### src/rtl/rtc_bus_responder.sv
// rtc_bus_responder: stand-in for the RTC chip on the multiplexed A/D bus.
// Latches an address on an address-phase write strobe, writes or reads one of
// six BCD time registers on a data phase, and advances the time on tick_1hz.
// Ports:
//   clk, reset        system clock, synchronous active-high reset
//   CS, RD, WR        active-low chip select / read / write strobes
//   A_D               bus phase: 0 = address, 1 = data
//   dato_in[7:0]      bus value from the controller
//   tick_1hz          one-cycle pulse, advances time by one second
//   dato_out[7:0]     read data snapshot
//   dato_oe           high while the responder drives the bus
module rtc_bus_responder #(
  parameter logic [7:0] DIR_SEG = 8'h21
) (
  input  logic       clk,
  input  logic       reset,
  input  logic       CS,
  input  logic       RD,
  input  logic       WR,
  input  logic       A_D,
  input  logic [7:0] dato_in,
  input  logic       tick_1hz,
  output logic [7:0] dato_out,
  output logic       dato_oe
);

  localparam int unsigned DW = 8;
  localparam logic [2:0] IDX_NONE = 3'd7;

  typedef enum logic [1:0] {IDLE, ADDR, WDATA, READ} state_t;

  state_t         state;
  logic [DW-1:0]  dir;
  logic [DW-1:0]  seg, min, hora, dia, mes, anio;
  logic           wr_q;
  logic           tick_pend;
  // Write commit stage: the data strobe edge is captured here and applied a cycle later
  logic           wr_pend;
  logic [2:0]     wr_idx;
  logic [DW-1:0]  wr_data;

  logic           wr_rise;
  logic [DW-1:0]  rd_val;
  logic [DW:0]    seg_inc, min_inc, hora_inc, dia_inc, mes_inc, anio_inc;

  // Map a bus address to a register index; IDX_NONE for non-time addresses
  function automatic logic [2:0] reg_idx(input logic [DW-1:0] a);
    logic [DW-1:0] off;
    off = DW'(a - DIR_SEG);
    if (off < DW'(6)) return off[2:0];
    return IDX_NONE;
  endfunction

  // BCD increment: {carry, next}; wraps to lo at or above hi, repairs bad low nibbles
  function automatic logic [DW:0] bcd_inc(input logic [DW-1:0] v,
                                          input logic [DW-1:0] lo,
                                          input logic [DW-1:0] hi);
    if (v >= hi)              return {1'b1, lo};
    else if (v[3:0] >= 4'd9)  return {1'b0, 4'(v[7:4] + 4'd1), 4'd0};
    else                      return {1'b0, v[7:4], 4'(v[3:0] + 4'd1)};
  endfunction

  assign wr_rise = !wr_q && WR;

  // Carry chain candidates
  always_comb begin
    seg_inc  = bcd_inc(seg,  8'h00, 8'h59);
    min_inc  = bcd_inc(min,  8'h00, 8'h59);
    hora_inc = bcd_inc(hora, 8'h00, 8'h23);
    dia_inc  = bcd_inc(dia,  8'h01, 8'h31);
    mes_inc  = bcd_inc(mes,  8'h01, 8'h12);
    anio_inc = bcd_inc(anio, 8'h00, 8'h99);
  end

  // Read mux for the snapshot taken on READ entry
  always_comb begin
    rd_val = '0;
    case (reg_idx(dir))
      3'd0:    rd_val = seg;
      3'd1:    rd_val = min;
      3'd2:    rd_val = hora;
      3'd3:    rd_val = dia;
      3'd4:    rd_val = mes;
      3'd5:    rd_val = anio;
      default: rd_val = '0;
    endcase
  end

  always_ff @(posedge clk) begin
    if (reset) begin
      state     <= IDLE;
      dir       <= '0;
      seg       <= 8'h00;
      min       <= 8'h00;
      hora      <= 8'h00;
      dia       <= 8'h01;
      mes       <= 8'h01;
      anio      <= 8'h00;
      wr_q      <= 1'b1;
      tick_pend <= 1'b0;
      wr_pend   <= 1'b0;
      wr_idx    <= IDX_NONE;
      wr_data   <= '0;
      dato_out  <= '0;
      dato_oe   <= 1'b0;
    end else begin
      wr_q <= WR;

      // Time registers: a bus write wins over a tick, which then waits one cycle
      if (wr_pend) begin
        wr_pend <= 1'b0;
        case (wr_idx)
          3'd0:    seg  <= wr_data;
          3'd1:    min  <= wr_data;
          3'd2:    hora <= wr_data;
          3'd3:    dia  <= wr_data;
          3'd4:    mes  <= wr_data;
          3'd5:    anio <= wr_data;
          default: ;
        endcase
        tick_pend <= tick_pend | tick_1hz;
      end else if (tick_1hz || tick_pend) begin
        tick_pend <= 1'b0;
        seg <= seg_inc[DW-1:0];
        if (seg_inc[DW]) begin
          min <= min_inc[DW-1:0];
          if (min_inc[DW]) begin
            hora <= hora_inc[DW-1:0];
            if (hora_inc[DW]) begin
              dia <= dia_inc[DW-1:0];
              if (dia_inc[DW]) begin
                mes <= mes_inc[DW-1:0];
                if (mes_inc[DW]) anio <= anio_inc[DW-1:0];
              end
            end
          end
        end
      end

      // Bus protocol
      case (state)
        IDLE: begin
          if (!CS && !(!RD && !WR)) begin
            if (!A_D && !WR) begin
              state <= ADDR;
            end else if (A_D && !WR) begin
              state <= WDATA;
            end else if (A_D && !RD) begin
              state    <= READ;
              dato_out <= rd_val;
              dato_oe  <= 1'b1;
            end
          end
        end
        ADDR: begin
          if (CS) begin
            state <= IDLE;
          end else if (wr_rise) begin
            dir   <= dato_in;
            state <= IDLE;
          end
        end
        WDATA: begin
          if (CS) begin
            state <= IDLE;
          end else if (wr_rise) begin
            wr_pend <= 1'b1;
            wr_idx  <= reg_idx(dir);
            wr_data <= dato_in;
            state   <= IDLE;
          end
        end
        READ: begin
          if (RD || CS) begin
            dato_oe <= 1'b0;
            state   <= IDLE;
          end
        end
        default: state <= IDLE;
      endcase
    end
  end

endmodule

### config.mk
export PLATFORM = sky130hd
export DESIGN_NAME = rtc_bus_responder
export DESIGN_NICKNAME = d
export VERILOG_FILES = /design/src/rtl/rtc_bus_responder.sv
export SDC_FILE = /design/constraint.sdc
export NUM_CORES = 1
export LEC_CHECK = 0
export ABC_AREA = 1
export CAP_MARGIN = 20
export CORE_UTILIZATION = 58
export DETAILED_ROUTE_END_ITERATION = 16
export DONT_BUFFER_PORTS = 1
export PLACE_DENSITY = 0.85
export SETUP_SLACK_MARGIN = 0.1
export SLEW_MARGIN = 0
export SYNTH_ARGS = -nofsm -noshare
export SYNTH_HDL_FRONTEND = slang
export SYNTH_SLANG_ARGS = --single-unit
### constraint.sdc
create_clock -name clk -period 2.7 [get_ports clk]
set_input_delay 0.675 -clock clk [delete_from_list [all_inputs] [get_ports clk]]
set_output_delay 0.675 -clock clk [all_outputs]
set_load 0.02 [all_outputs]
After elaboration in Yosys (flattened, before gate mapping):

Index checks and enable logic that the tools add are counted.
W data, S select, Z words.

* muxes and demuxes: 71
* add/sub/neg operators: 13
* order comparisons: 13
* reductions and logical operators: 49
* equal/unequal tests: 26
* bitwise gates (word level): 5

Operators with widths (number)
* $mux W8: 40
* $add A4 B1 Y4 const B: 12
* $pmux W8 S6: 1
* $mux W9: 5
* $ge A4 B4 Y1 const B: 6
* $reduce_and A6 Y1: 3
* $reduce_bool A3 Y1: 6
* $ge A8 B6 Y1 const B: 2
* $ge A8 B7 Y1 const B: 2
* $reduce_and A5 Y1: 3
* $mux W2: 7
* $reduce_and A7 Y1: 2
* $reduce_bool A2 Y1: 7
* $mux W1: 13
* $eq A3 B2 Y1 const B: 4
* $eq A3 B3 Y1 const B: 4
* $ne A2 B1 Y1 const B: 6
* $reduce_and A3 Y1: 4
* $reduce_and A4 Y1: 3
* $ne A2 B2 Y1 const B: 5
* $mux W3: 3
* $ge A8 B5 Y1 const B: 1
* $ge A8 B8 Y1 const B: 1
* $lt A8 B3 Y1 const B: 1
* 19 further kinds: 36

* input port bits: 15
* logic and storage cells: 198
* bits in registers: 81
* output and inout port bits: 9

Logic depth before layout (Yosys ltp):

* depth in word-level cells: 10
* depth in mapped cells: 15
* mapped depth without buffers: 14

Worst setup path before layout:

Ideal clock, no wire load.

* kind: flip-flop to flip-flop
* start point: register dir[0]
* end point: register dato_out[2]
* setup time: 0.122 ns
* stages on the path, launching flop included: 15
* path buffers: 2
* clock period less this slack: 1.962 ns
* slack: 0.738 ns
* arrival: 1.841 ns
* required time: 2.578 ns
* cell sequence: dfxtp_1 inv_1 clkbuf_1 ha_1 inv_1 nand3_2 nand2_1 inv_2 nand3_2 nor2_4 buf_6 nand3_1 nand2_1 nor2_1 a21oi_2

* word-level cells in the longest chain between the ends: 6
* elaborated cells on any way between the ends: 12
* classes of those cells: add/sub: 1; order compare: 1; eq/ne: 5; mux: 4; reduce/logical: 1

RTL lines
* start, declared: line 33 `logic [DW-1:0] dir;`
* start signal, assigned: line 159 `dir <= dato_in;`
* $sub A8 B6 Y8 *: line 49 `off = DW'(a - DIR_SEG);`
* $lt A8 B3 Y1: line 50 `if (off < DW'(6)) return off[2:0];`
* $mux W1: line 50
* $mux W3 *: line 51 `return IDX_NONE;`
* $eq A3 B3 Y1 (tied with other cells): line 78 `case (reg_idx(dir))`
* $pmux W8 S6 *: line 78
* end signal, assigned: line 150 `dato_out <= rd_val;`
* end, declared: line 23 `output logic [7:0] dato_out,`

Mark *: on every way between the ends. The rest lies on a longest branch, timed or not. The select of a mux whose other input is x is not followed.
A chain may end at the register's enable or synchronous reset.

Final worst setup path:

* start point: register dir[0]
* end point: register dato_out[6]

Same word-level chain as after synthesis.

==> metrics.txt <==
status=completed; worst slew pin tran=between 0.5 and 0.6 ns; peak supply drop=~260 uV; hpwl dp=roughly 11000 microns; Inserted Diodes=0; Hold Fails Final Rpt=0; gpl congestion=between 1 and 1.5; WHS=around 0.37 ns; Highest Clock Rate=approximately 450 MHz; Synth area leaders=dfxtp_1, nand2_1, ha_1; boundary pin count=24; Synth top area share=31.8%; CTS sink cnt=between 80 and 90; worst-skew pair later-pin latency=0.37 ns; asr flop ratio synth=0%; kind of critical path=flip-flop to flip-flop; Area Overhead vs Synth=5.79%; Top FF cell, synth=dfxtp_1; drt first pass iters=8; CP delay by family, top=simple AND/OR/NAND/NOR gates; Int Pwr=1790 uW; Setup TNS=0 ns; Slew Limit Fails=0; H-tree depth=3; first-pass GRT wire length=22300 microns; period utilization=between 80 and 90%; die width=about 96 microns; WL/cell=~17 microns; Ys Warns=0; Pleak=between 0.002 and 0.003 uW; initial antenna violation count=0; Routed WL=14100 microns; switch share=between 20 and 30%; root buffer cell=clkbuf_8; power per cell area=approximately 470 mW/mm^2; post-route worst setup slack=just under 0.5 ns; Comb power frac=around 14%; NetSw=760 uW; Starting DRT DRC Count=roughly 500; Die H=around 96 microns; commonest non-fill, non-tap cell in the layout=nand2_1; Clock Pin Slew Worst Setup and Hold Paths=~0.10 ns; Core Box Area=about 0.0083 sq mm; routed vias=about 5000; Final min period=2.22 ns; DR vias/cell=~6; ANT nets after route=0; Post-synth EDFFs=0; Clk network pwr share=between 30 and 40%; register share of total power=about half; CTS max path bufs=2; CTS tree=yes; Synth Register Bits=just over 80; syn avg cell area=approximately 6.9 sq um; WP buf/inv=3; Congestion Overflow GR=0; largest net degree at the start of global routing=47; IO Port Bufs=0; FP Rows=33; vias in the first global route=between 4000 and 5000; Cell Area, Synth=roughly 0.005 sq mm; fin nets=between 700 and 800; max cap viols=0; area leader, netlist=dfxtp_1; Initial Util=between 60% and 70%; Worst slew margin=65.4%; CTS resizes=0; Syn Inst Count=around 740; CTS buffer count=9; CP max-delay cell=nor2_4; crit path launch type=flip-flop; crit path max fanout=16; layout cell share with drive strength beyond 1=under 10%; distinct cell type count after synthesis=40; Crit path largest cell delay=around 0.43 ns; Worst Hold Class=input pin to flip-flop; die area=between 0.009 and 0.01 sq mm; post-CTS setup buffers=0; register area share after synthesis=roughly a third; DRC Markers=0; Design Power=roughly 2500 uW; Total GRT Usage=32.7%; crit path DAT=~2.5 ns; CP endpoint kind=flip-flop; pre-CTS WS=around 0.57 ns; crit-path cells=inv_1, ha_1, inv_1, nand3_2, nand2_1, inv_2, nand3_2, nor2_4, nand3_1, nand2_1, nor2_1, a21oi_2; critical path data required time=3.00 ns; unrepaired setup endpoints after global routing=false; most frequent cells in the layout=nand2_1, nor2_1, inv_1, dfxtp_1, o21ai_0; Final Setup Violations=0; Hold-fix buffers, CTS=0; Max Clock Skew=around 0.016 ns; Syn Nets=roughly 790
cells in the mapped netlist, drive strengths merged (5+ instances only):
master,count
nand2,134
nor2,121
nand3,80
dfxtp,81
nor3,9
ha,36
o21ai,77
inv,94
clkbuf,11
a21oi,40
a31oi,10
o31ai,5
xor2,5
buf,9
xnor2,8
sequential cells by signal, indices dropped and copies added, names as in the netlist, 2 cells and up:
name,count
anio,8
dato_out,8
dia,8
dir,8
hora,8
mes,8
min,8
seg,8
wr_data,8
wr_idx,3
state,2
final cells by class:
class                   instances  area [sq um]
fillers                       756          2950
repair buffers                 10          75.1
well taps                     105           131
flip-flops and latches         81          1620
clock buffers                  10           128
multi-input cells             540          3010
inverters                      95           357
clock inverters                 6          68.8
power by group through the flow:
stage          Combinational, uW  Sequential [uW]  Clock, uW
6_report                     345             1290        909
5_1_grt                      391             1300        966
4_1_cts                      340             1290        908
3_5_place_dp                 338             1320          0
3_3_place_gp                 319             1320          0
2_1_floorplan                272             1310          0
final timing paths:
check | startpoint | end | slack [ns] | cells after the start
hold / removal | reset | min[6]$_SDFFE_PP0P_ | 0.37 | 1
setup / recovery | dir[0]$_SDFFE_PP0P_ | dato_out[6]$_SDFFE_PP0P_ | 0.48 | 12
hold reg to reg | dir[1]$_SDFFE_PP0P_ | dir[1]$_SDFFE_PP0P_ | 0.49 | 2
setup reg to reg | dir[0]$_SDFFE_PP0P_ | dato_out[6]$_SDFFE_PP0P_ | 0.48 | 12
metrics by stage:
stage | utilization [%] | area (sq um) | std cells
5_1_grt | 64.7 | 5390 | 847
3_5_place_dp | 62.3 | 5200 | 831
2_1_floorplan | - | 5100 | 736
6_report | 64.7 | 5390 | 847
4_1_cts | 64.7 | 5390 | 847
3_3_place_gp | 62.3 | 5200 | 831
cells by family after synthesis:
| group | Yosys count | synth area share (%) |
|---|---|---|
| AOI/OAI and AO/OA | 143 | 15.9 |
| and+or+nand+nor | 348 | 32.1 |
| adders and majority gates | 36 | 8.84 |
| DFF | 81 | 31.8 |
| xor gates and xnor gates | 13 | 2.23 |
| buffers and inverters | 115 | 9.11 |
routing by layer:
metal	track usage [%]	share of wire, %
met5	0	0
met4	14.9	3.7
met3	6.24	9.7
met2	52.4	45
met1	42.4	41
Power figures use the tool's default switching activity.
